--- src/rtl/sincos_mix_decimator.sv ---
// sincos_mix_decimator
//   Pairs up two CORDIC result streams (A and B). For each accepted pair it
//   forms the averaged sine term (sin_A + sin_B) / 2, truncated toward zero.
//   It keeps one sample out of every DECIM accepted pairs. Kept samples go
//   through a 2-entry FIFO to an AXI-Stream style master port.
//   Misaligned input valids, dropped samples and a saturating drop count are
//   reported as sticky status.
//
// Ports
//   cordic_clk            clock, rising edge
//   RSTN                  asynchronous active-low reset
//   a_tvalid / a_tdata    stream A, {sin, cos}, signed, sin in upper half
//   b_tvalid / b_tdata    stream B, same format
//   m_tvalid / m_tready   output handshake
//   m_tdata               decimated mixed sample (signed, DW bits)
//   err_clr               one-cycle clear of align_err / overrun / drop_cnt
//   align_err             sticky: a_tvalid and b_tvalid disagreed
//   overrun               sticky: a sample was dropped on a full FIFO
//   drop_cnt              dropped-sample count, saturates at 255
module sincos_mix_decimator #(
  parameter int DECIM = 5,
  parameter int DW    = 16
) (
  input  logic            cordic_clk,
  input  logic            RSTN,
  input  logic            a_tvalid,
  input  logic [2*DW-1:0] a_tdata,
  input  logic            b_tvalid,
  input  logic [2*DW-1:0] b_tdata,
  output logic            m_tvalid,
  input  logic            m_tready,
  output logic [DW-1:0]   m_tdata,
  input  logic            err_clr,
  output logic            align_err,
  output logic            overrun,
  output logic [7:0]      drop_cnt
);

  localparam logic [0:0] S_IDLE = 1'b0;
  localparam logic [0:0] S_RUN  = 1'b1;
  localparam logic [7:0] LAST_PHASE = 8'(DECIM - 1);

  // Sum in DW+1 bits so it cannot overflow. Negative odd sums get +1 before
  // the arithmetic shift, which turns floor division into truncation toward
  // zero. The halved value always fits back into DW bits.
  function automatic logic signed [DW-1:0] mix_half(
    input logic signed [DW-1:0] x,
    input logic signed [DW-1:0] y
  );
    logic signed [DW:0] s;
    s = $signed({x[DW-1], x}) + $signed({y[DW-1], y});
    if (s[DW] && s[0]) s = s + $signed({{DW{1'b0}}, 1'b1});
    s = s >>> 1;
    return s[DW-1:0];
  endfunction

  logic [0:0]           state_q, state_d;
  logic [7:0]           phase_q, phase_d;
  logic signed [DW-1:0] mem_q [2];
  logic                 wr_ptr_q, wr_ptr_d;
  logic                 rd_ptr_q, rd_ptr_d;
  logic [1:0]           cnt_q, cnt_d;
  logic                 align_err_q, align_err_d;
  logic                 overrun_q, overrun_d;
  logic [7:0]           drop_cnt_q, drop_cnt_d;

  logic signed [DW-1:0] sin_a, sin_b, mix;
  logic [7:0]           phase_cur;
  logic                 accept, mismatch, capture, rd, wr, drop;
  logic                 unused_cos;

  assign sin_a      = a_tdata[2*DW-1:DW];
  assign sin_b      = b_tdata[2*DW-1:DW];
  assign unused_cos = ^{a_tdata[DW-1:0], b_tdata[DW-1:0]};
  assign mix        = mix_half(sin_a, sin_b);

  always_comb begin
    accept    = a_tvalid & b_tvalid;
    mismatch  = a_tvalid ^ b_tvalid;
    // In IDLE the next accepted pair is phase 0 by definition.
    phase_cur = (state_q == S_IDLE) ? 8'd0 : phase_q;
    capture   = accept && (phase_cur == LAST_PHASE);
    rd        = (cnt_q != 2'd0) && m_tready;
    // A full FIFO can still take a write when its head leaves this cycle.
    wr        = capture && ((cnt_q != 2'd2) || rd);
    drop      = capture && (cnt_q == 2'd2) && !rd;

    state_d = state_q;
    phase_d = phase_q;
    if (accept) begin
      state_d = S_RUN;
      phase_d = (phase_cur == LAST_PHASE) ? 8'd0 : phase_cur + 8'd1;
    end

    wr_ptr_d = wr ? ~wr_ptr_q : wr_ptr_q;
    rd_ptr_d = rd ? ~rd_ptr_q : rd_ptr_q;
    unique case ({wr, rd})
      2'b10:   cnt_d = cnt_q + 2'd1;
      2'b01:   cnt_d = cnt_q - 2'd1;
      default: cnt_d = cnt_q;
    endcase

    // Set/increment events take priority over a same-cycle clear.
    align_err_d = mismatch ? 1'b1 : (err_clr ? 1'b0 : align_err_q);
    overrun_d   = drop     ? 1'b1 : (err_clr ? 1'b0 : overrun_q);
    if (drop)
      drop_cnt_d = err_clr ? 8'd1 : ((drop_cnt_q == 8'hFF) ? 8'hFF : drop_cnt_q + 8'd1);
    else
      drop_cnt_d = err_clr ? 8'd0 : drop_cnt_q;
  end

  always_ff @(posedge cordic_clk or negedge RSTN) begin
    if (!RSTN) begin
      state_q     <= S_IDLE;
      phase_q     <= 8'd0;
      mem_q[0]    <= '0;
      mem_q[1]    <= '0;
      wr_ptr_q    <= 1'b0;
      rd_ptr_q    <= 1'b0;
      cnt_q       <= 2'd0;
      align_err_q <= 1'b0;
      overrun_q   <= 1'b0;
      drop_cnt_q  <= 8'd0;
    end else begin
      state_q     <= state_d;
      phase_q     <= phase_d;
      if (wr) mem_q[wr_ptr_q] <= mix;
      wr_ptr_q    <= wr_ptr_d;
      rd_ptr_q    <= rd_ptr_d;
      cnt_q       <= cnt_d;
      align_err_q <= align_err_d;
      overrun_q   <= overrun_d;
      drop_cnt_q  <= drop_cnt_d;
    end
  end

  assign m_tvalid  = (cnt_q != 2'd0);
  assign m_tdata   = mem_q[rd_ptr_q];
  assign align_err = align_err_q;
  assign overrun   = overrun_q;
  assign drop_cnt  = drop_cnt_q;

endmodule

--- config.mk ---
export PLATFORM = sky130hd
export DESIGN_NAME = sincos_mix_decimator
export DESIGN_NICKNAME = d
export VERILOG_FILES = /design/src/rtl/sincos_mix_decimator.sv
export SDC_FILE = /design/constraint.sdc
export NUM_CORES = 1
export LEC_CHECK = 0
export ABC_CLOCK_PERIOD_IN_PS = 2200
export CORE_MARGIN = 2
export CORE_UTILIZATION = 40
export DETAILED_ROUTE_END_ITERATION = 12
export GPL_ROUTABILITY_DRIVEN = 1
export HOLD_SLACK_MARGIN = 0.12
export PLACE_DENSITY = 0.68
export SETUP_SLACK_MARGIN = 0.3
export SLEW_MARGIN = 0
export SYNTH_ARGS = -nofsm -noshare
export SYNTH_HDL_FRONTEND = slang
export SYNTH_SLANG_ARGS = --single-unit
--- constraint.sdc ---
create_clock -name cordic_clk -period 2.2 [get_ports cordic_clk]
set_input_delay 0.22 -clock cordic_clk [delete_from_list [all_inputs] [get_ports cordic_clk]]
set_output_delay 0.22 -clock cordic_clk [all_outputs]
set_load 0.03 [all_outputs]
==> impl_metrics.toml, run 1 <==
[layout]
final_util_pct = 68.63
drive_gt1_share_pct = 50.32
syn2layout_area_growth_pct = 68.21
diodes = 0
nNetsFinal = 712

[clock_tree]
cts_tree = "built"
clock-sinks = 55
clk_path_buf_depth = 2
clk_latency_ns = 0.32
clk_pin_slew_worst_paths_ns = 0.10
numCtsBuffers = 5
htree_levels = 2
clockRootBuffer = "clkbuf_8"

[grt]
first_global_vias = 4009
grt_first_pass_wirelength_um = 18130
grt_max_degree = 35
grt_overflow = 0
antenna_found_initial = 0
track_usage_pct = 20.93

[sta]
worst_pin_slew_ns = 0.7329
hold_ws_ns = 0.4848
period_minus_slack_ns = 2.326
skew_ns = 0.007972
timing.fmax_mhz = 429.8
fin_setup_tns_ns = -0.8282
slew_headroom_pct = 51.14
rsz0062_at_grt = "true"
finalWorstSetupSlack_ns = -0.1264
setup-violations-final = 14
finalMaxSlewViolations = 0
fin_crit_sh_pct = 105.7
hold_violations = 0

[logic_synthesis]
ys_ff_latch = 55
syn-num-nets = 526
synth_ff_type = "dfrtp_1"
async_flop_share_pct = 100.0
synthSimpleGateAreaFrac_pct = 23.19
synth_xor_area_share_pct = 5.759
yosys-top-cells-count = "nand2_1 (61), dfrtp_1 (55), o21ai_0 (32), nor2_1 (28), mux2_2 (23)"
avgSynthCellArea_um2 = 9.082
yosys_warnings = 0
synth-compound-area-share_pct = 17.44
yosysMostFrequentCell = "nand2_1"
syn_area_um2 = 3933
synth_seq_area_share_pct = 35.00
synth_top_family_by_area = "simple AND/OR/NAND/NOR gates"
synth_area_leader_cell = "dfrtp_1"
synthMuxAreaShare_pct = 7.763
synth_edf_count = 0
ys_types = 72
synthAdderAreaFrac_pct = 7.509
synth_top_area_share_pct = 35.00
synth_area_leaders = "dfrtp_1 (35%), ha_1 (7.0%), mux2_2 (6.6%)"
syn_inst = 433

[floorplanning]
die_area_um2 = 10640
start_util_pct = 40.80
fp.dieW_um = 103.2
coreArea_um2 = 9639
die_h_um = 103.2
num_rows = 36
pin_count = 97

[placement]
port_buffers = 64
hpwl_um = 7418
place_congestion = 0.8469

[worst_setup_path]
start_kind = "input pin"
end_kind = "flop"
cp.arrival_ns = 2.54
crit_slowest_cell = "nor4_4"
crit_path_frequent_cell = "nand4_1"
crit_chain = "buf_6 > ha_4 > inv_2 > fa_2 > nand2b_4 > a21oi_4 > xor2_2 > nand4_1 > nor4_4 > nand4_1 > xnor2_1 > mux2_4"
critPathRequiredTime_ns = 2.41
path_class = "input pin to flop"
crit_fanout = 3
slowest_delay_ns = 0.40

[power]
ir_worst_vdd_uv = 332.5
power.density_nw_per_um2 = 542.7
p_leak_nw = 3.002

[detailed_routing]
drc = 0
drtPass1Iterations = 4
postRouteWirelength_um = 11190
ant_nets = 0
drt-vias-per-instance = 5.337
vias = 4019
wire_per_inst_um = 14.86
drt_iter0_drc = 103

[run_status]
failed_checks = "negative setup slack"
status = "complete, but fails checks"

[job]
maxCapViolations = 0

[hold_path]
hold_class = "flop to flop"
[worst paths after layout]
path | from | to | slack [ns] | cells after the start
max in group asynchronous | RSTN | mem_q[1]$_DFFE_PN0P_ | 1.06 | 3
worst max-delay path | b_tdata[16] | mem_q[13]$_DFFE_PN0P_ | -0.13 | 12
worst min-delay path | overrun$_DFFE_PN0P_ | overrun$_DFFE_PN0P_ | 0.48 | 1
worst max register to register | state_q$_DFFE_PN0P_ | mem_q[15]$_DFFE_PN0P_ | -0.03 | 8
worst min register to register | overrun$_DFFE_PN0P_ | overrun$_DFFE_PN0P_ | 0.48 | 1
min in group asynchronous | RSTN | mem_q[0]$_DFFE_PN0P_ | 0.49 | 2
[worst max-delay path, delay by kind of cell]
family	cells	cell delay [ns]
AOI/OAI and AO/OA	1	0.14
xor gates and xnor gates	2	0.36
adders and majority gates	2	0.46
buffers and inverters	2	0.11
muxes	1	0.27
and+or+nand+nor	4	0.98
[power breakdown]
group | switching, W | total, W | leakage [nW] | internal [W]
Sequential | 0.000111 | 0.00122 | 0.732 | 0.00111
Clock | 0.000345 | 0.000570 | 0.0483 | 0.000225
Combinational | 0.000865 | 0.00180 | 2.22 | 0.000933
Total | 0.00132 | 0.00359 | 3.00 | 0.00227
[metrics by stage]
stage	power (W)	area, um2	instances	setup slack [ns]
final	0.003590	6615	753	-0.1264
after global placement	0.002572	5490	703	-0.8482
after detailed placement	0.002619	5490	703	-0.9169
after global routing	0.003805	6615	753	-0.2263
after floorplan	0.002063	4125	433	-0.2629
after CTS	0.003455	6316	739	-0.07801
[kinds of logic after synthesis]
logic type / count (synthesis)
flip-flops: 55
adder cells (fa/ha/maj): 23
XOR/XNOR: 25
AO/OA/AOI/OAI: 100
AND/OR/NAND/NOR: 173
buffers and inverters: 30
multiplexers: 27
[flip-flops by register name (all words and copies together) (netlist names)]
signal     count
drop_cnt       8
cnt_q          2
wr_ptr_q       1
phase_q        8
overrun        1
align_err      1
mem_q         32
state_q        1
rd_ptr_q       1
[timing repair]
item                                    4_1_cts  5_1_grt
hold buffers                                  1        0
gates cloned                                  1        1
endpoints found under the setup margin       55       44
buffers inserted                             26       13
pin swaps                                    90       37
hold endpoints to repair                     32        0
gates resized for setup                     224       44
[cell type report]
type	count	area, um2
flip-flops and latches	55	1380
well taps	133	166.4
multi-input cells	348	3292
clock inverters	3	18.77
inverters	15	56.30
fillers	733	3024
clock buffers	5	68.82
repair buffers	194	1633
[cells in the final DEF (no fill, tap or decap), types with 5 or more instances in the layout]
cell type        Yosys  layout
ha_1                22       5
buf_4                0     104
a21o_1               6       6
mux2_4               1       5
clkdlybuf4s50_1      0      14
nor2_4               0       6
nand4_1             13      13
clkbuf_8             1       5
nand2_1             61      44
nor2_1              28      18
a21oi_1             20      16
buf_6                1      24
xor2_2               1       8
nor4_4               1       5
nor3_1               8       5
o21ai_1              3      19
o21ai_2              0       7
xor2_1              15       6
o21ai_0             32       9
nand3_2              0       5
ha_4                 0      15
mux2_2              23      20
clkdlybuf4s15_1      0      10
inv_1               15      12
buf_2                0      17
nand3_1             13       7
dlygate4sd2_1        0      20
nand2_4              0      14
dfrtp_1             55      52
xnor2_1              9       5
[layer usage]
| metal | GRT usage [%] | routed length [um] | vias to the layer above |
|---|---|---|---|
| met5 | 0 | 0 | - |
| met4 | 5.162 | 238 | 0 |
| met3 | 1.966 | 393 | 23 |
| met2 | 40.01 | 6058 | 112 |
| met1 | 25.06 | 4497 | 1945 |
| li1 | - | - | 1939 |
Note: power is estimated with default switching activity, not from simulation.
==> inputs of run 2 (changes only) <==
--- a/config.mk
+++ b/config.mk
@@ -7,11 +7,11 @@
 export LEC_CHECK = 0
 export ABC_CLOCK_PERIOD_IN_PS = 2200
 export CORE_MARGIN = 2
-export CORE_UTILIZATION = 40
+export CORE_UTILIZATION = 30
 export DETAILED_ROUTE_END_ITERATION = 12
 export GPL_ROUTABILITY_DRIVEN = 1
 export HOLD_SLACK_MARGIN = 0.12
-export PLACE_DENSITY = 0.68
+export PLACE_DENSITY = 0.53
 export SETUP_SLACK_MARGIN = 0.3
 export SLEW_MARGIN = 0
 export SYNTH_ARGS = -nofsm -noshare
==> run 2 against run 1 <==
Compared with the run above:
- the flow still finishes with violations (negative setup slack)
- core utilization decreased by 16 points
- sequential share of layout area down 0.19 points
- largest cell class unchanged
- setup slack got worse by 0.024 ns
- non-clock buffer count unchanged
- first-iteration DRC count up 27%
==> impl_metrics.toml, run 2 (synthesis results as in run 1) <==
[run_status]
status = "complete, but fails checks"
failed_checks = "negative setup slack"

[placement]
place_congestion = 0.7872
placed_area_um2 = 5507
dp_cells = 736
hpwl_um = 7673
port_buffers = 64

[layout]
layout_common_cells = "buf_4 (108), dfrtp_1 (53), nand2_1 (50)"
syn2layout_area_growth_pct = 69.58
multi_input_area_um2 = 3227
diodes = 0
nNetsFinal = 712
final_cell_area_um2 = 6669
finalNonFillerCells = 791
final_common_cell = "buf_4"
regMostFlops = "mem_q"
fill_cells = 1198
drive_gt1_share_pct = 48.14
regArea_um2 = 1379
largest_reg_flops = 32

[sta]
period_minus_slack_ns = 2.351
rsz0062_at_grt = "true"
worst_pin_slew_ns = 0.5758
timing.fmax_mhz = 425.4
finalWorstSetupSlack_ns = -0.1505
skew_ns = 0.005294
hold_violations = 0
finalMaxSlewViolations = 0
slew_headroom_pct = 61.61
setup-violations-final = 18
fin_crit_sh_pct = 106.8

[power]
p_int_w = 0.002586
pwr-share-seq_pct = 31.0
pwr-share-comb_pct = 46.2
ir_worst_vdd_uv = 314.5
p_leak_nw = 3.005
p_clk_share_pct = 22.8
sw_frac_of_total_pct = 34.02
power_switching_w = 0.001334
power.density_nw_per_um2 = 587.7

[worst_setup_path]
path_class = "input pin to flop"
start_kind = "input pin"
critPathRequiredTime_ns = 2.39
cp.arrival_ns = 2.54
end_kind = "flop"
crit_fanout = 5

[clock_tree]
numCtsBuffers = 5
clk_pin_slew_worst_paths_ns = 0.07
clk_path_buf_depth = 2
clock-sinks = 55
clk_latency_ns = 0.30
htree_levels = 2
clockRootBuffer = "clkbuf_16"
cts_tree = "built"

[detailed_routing]
wire_per_inst_um = 13.82
vias = 3874
drt-vias-per-instance = 4.898
ant_nets = 0
drtPass1Iterations = 4
drt_iter0_drc = 131
postRouteWirelength_um = 10930
drc = 0

[floorplanning]
start_util_pct = 30.91
die_h_um = 118.5
num_rows = 41
die_area_um2 = 14040
pin_count = 97
fp.dieW_um = 118.5
coreArea_um2 = 12720

[grt]
grt_first_pass_wirelength_um = 18290
grt_max_degree = 33
grt_overflow = 0
track_usage_pct = 15.47
first_global_vias = 3986
antenna_found_initial = 0

[job]
maxCapViolations = 0

[hold_path]
hold_class = "input pin to asynchronous set/reset pin"
## run 2: cell count changes in the layout (fill, tap and decap cells not counted), moves of 4 or more
cell       delta
buf_4         +4
nand2_1       +6
nand2_4       -8
o21ai_1       +5
buf_6         -6
o21ai_2       -5
clkbuf_8      -5
clkbuf_16     +5
## run 2: power by group through the flow
stage | sequential [W] | clock (W) | combinational [W]
final | 0.00122 | 0.000892 | 0.00181
after global routing | 0.00123 | 0.000963 | 0.00197
after CTS | 0.00121 | 0.000924 | 0.00167
after detailed placement | 0.00122 | 0 | 0.00139
after global placement | 0.00121 | 0 | 0.00137
after floorplan | 0.00121 | 0 | 0.000856
## run 2: layout make-up
class                      count  area share (%)
sequential                    55           20.68
timing repair buffer         194           24.43
inverter                      15          0.8443
clock buffer                   5           1.876
tap                          172           3.227
clock inverter                 2          0.5629
multi-input combinational    348           48.39
## run 2: path summary, 6_finish.rpt
check | startpoint | endpoint | slack [ns] | depth (start not counted)
setup / recovery | b_tdata[16] | mem_q[13]$_DFFE_PN0P_ | -0.15 | 12
hold / removal | RSTN | mem_q[3]$_DFFE_PN0P_ | 0.45 | 2
setup reg to reg | state_q$_DFFE_PN0P_ | cnt_q[1]$_DFFE_PN0P_ | -0.03 | 9
hold reg to reg | mem_q[30]$_DFFE_PN0P_ | mem_q[30]$_DFFE_PN0P_ | 0.48 | 2
max in group asynchronous | RSTN | state_q$_DFFE_PN0P_ | 1.17 | 3
min in group cordic_clk | mem_q[30]$_DFFE_PN0P_ | mem_q[30]$_DFFE_PN0P_ | 0.48 | 2
## run 2: metal layers
metal	vias to the layer above	share of wire, %	track usage [%]	wire [um]
met4	0	1.2	3.795	134
met1	1849	43	18.41	4737
li1	1938	-	-	-
met2	74	52	29.01	5732
met5	-	0	0	0
met3	13	3.0	2.268	326
## run 2: critical path, cell delays in order
cell and delay, ns:
buf_6 0.07, ha_4 0.13, inv_2 0.03, fa_2 0.32, nand2b_4 0.17, a211oi_4 0.33
o21ai_2 0.12, xor2_2 0.21, nor4_4 0.30, nand4_1 0.18, xnor2_1 0.18, mux2_4 0.27
## run 2: what timing repair did
action | in CTS | in global routing
setup endpoints to repair | 57 | 49
gates resized for setup | 203 | 40
buffers inserted | 28 | 18
endpoints found under the hold margin | 23 | 0
hold buffers | 1 | 0
pin swaps | 75 | 35
gates cloned | 0 | 1
## run 2: per-stage QoR
stage	TNS (ns)	utilization [%]	setup WS, ns	total power (W)	hold slack (ns)
finish	-1.246	52.42	-0.1505	0.003919	0.4538
detailed placement	-24.64	43.28	-0.9248	0.002607	0.2474
global placement	-23.56	43.28	-0.8959	0.002576	0.2359
global route	-3.460	52.42	-0.2457	0.004162	0.4992
floorplan	-1.852	-	-0.2629	0.002063	-0.07559
CTS	-0.5318	49.93	-0.07604	0.003803	0.4641
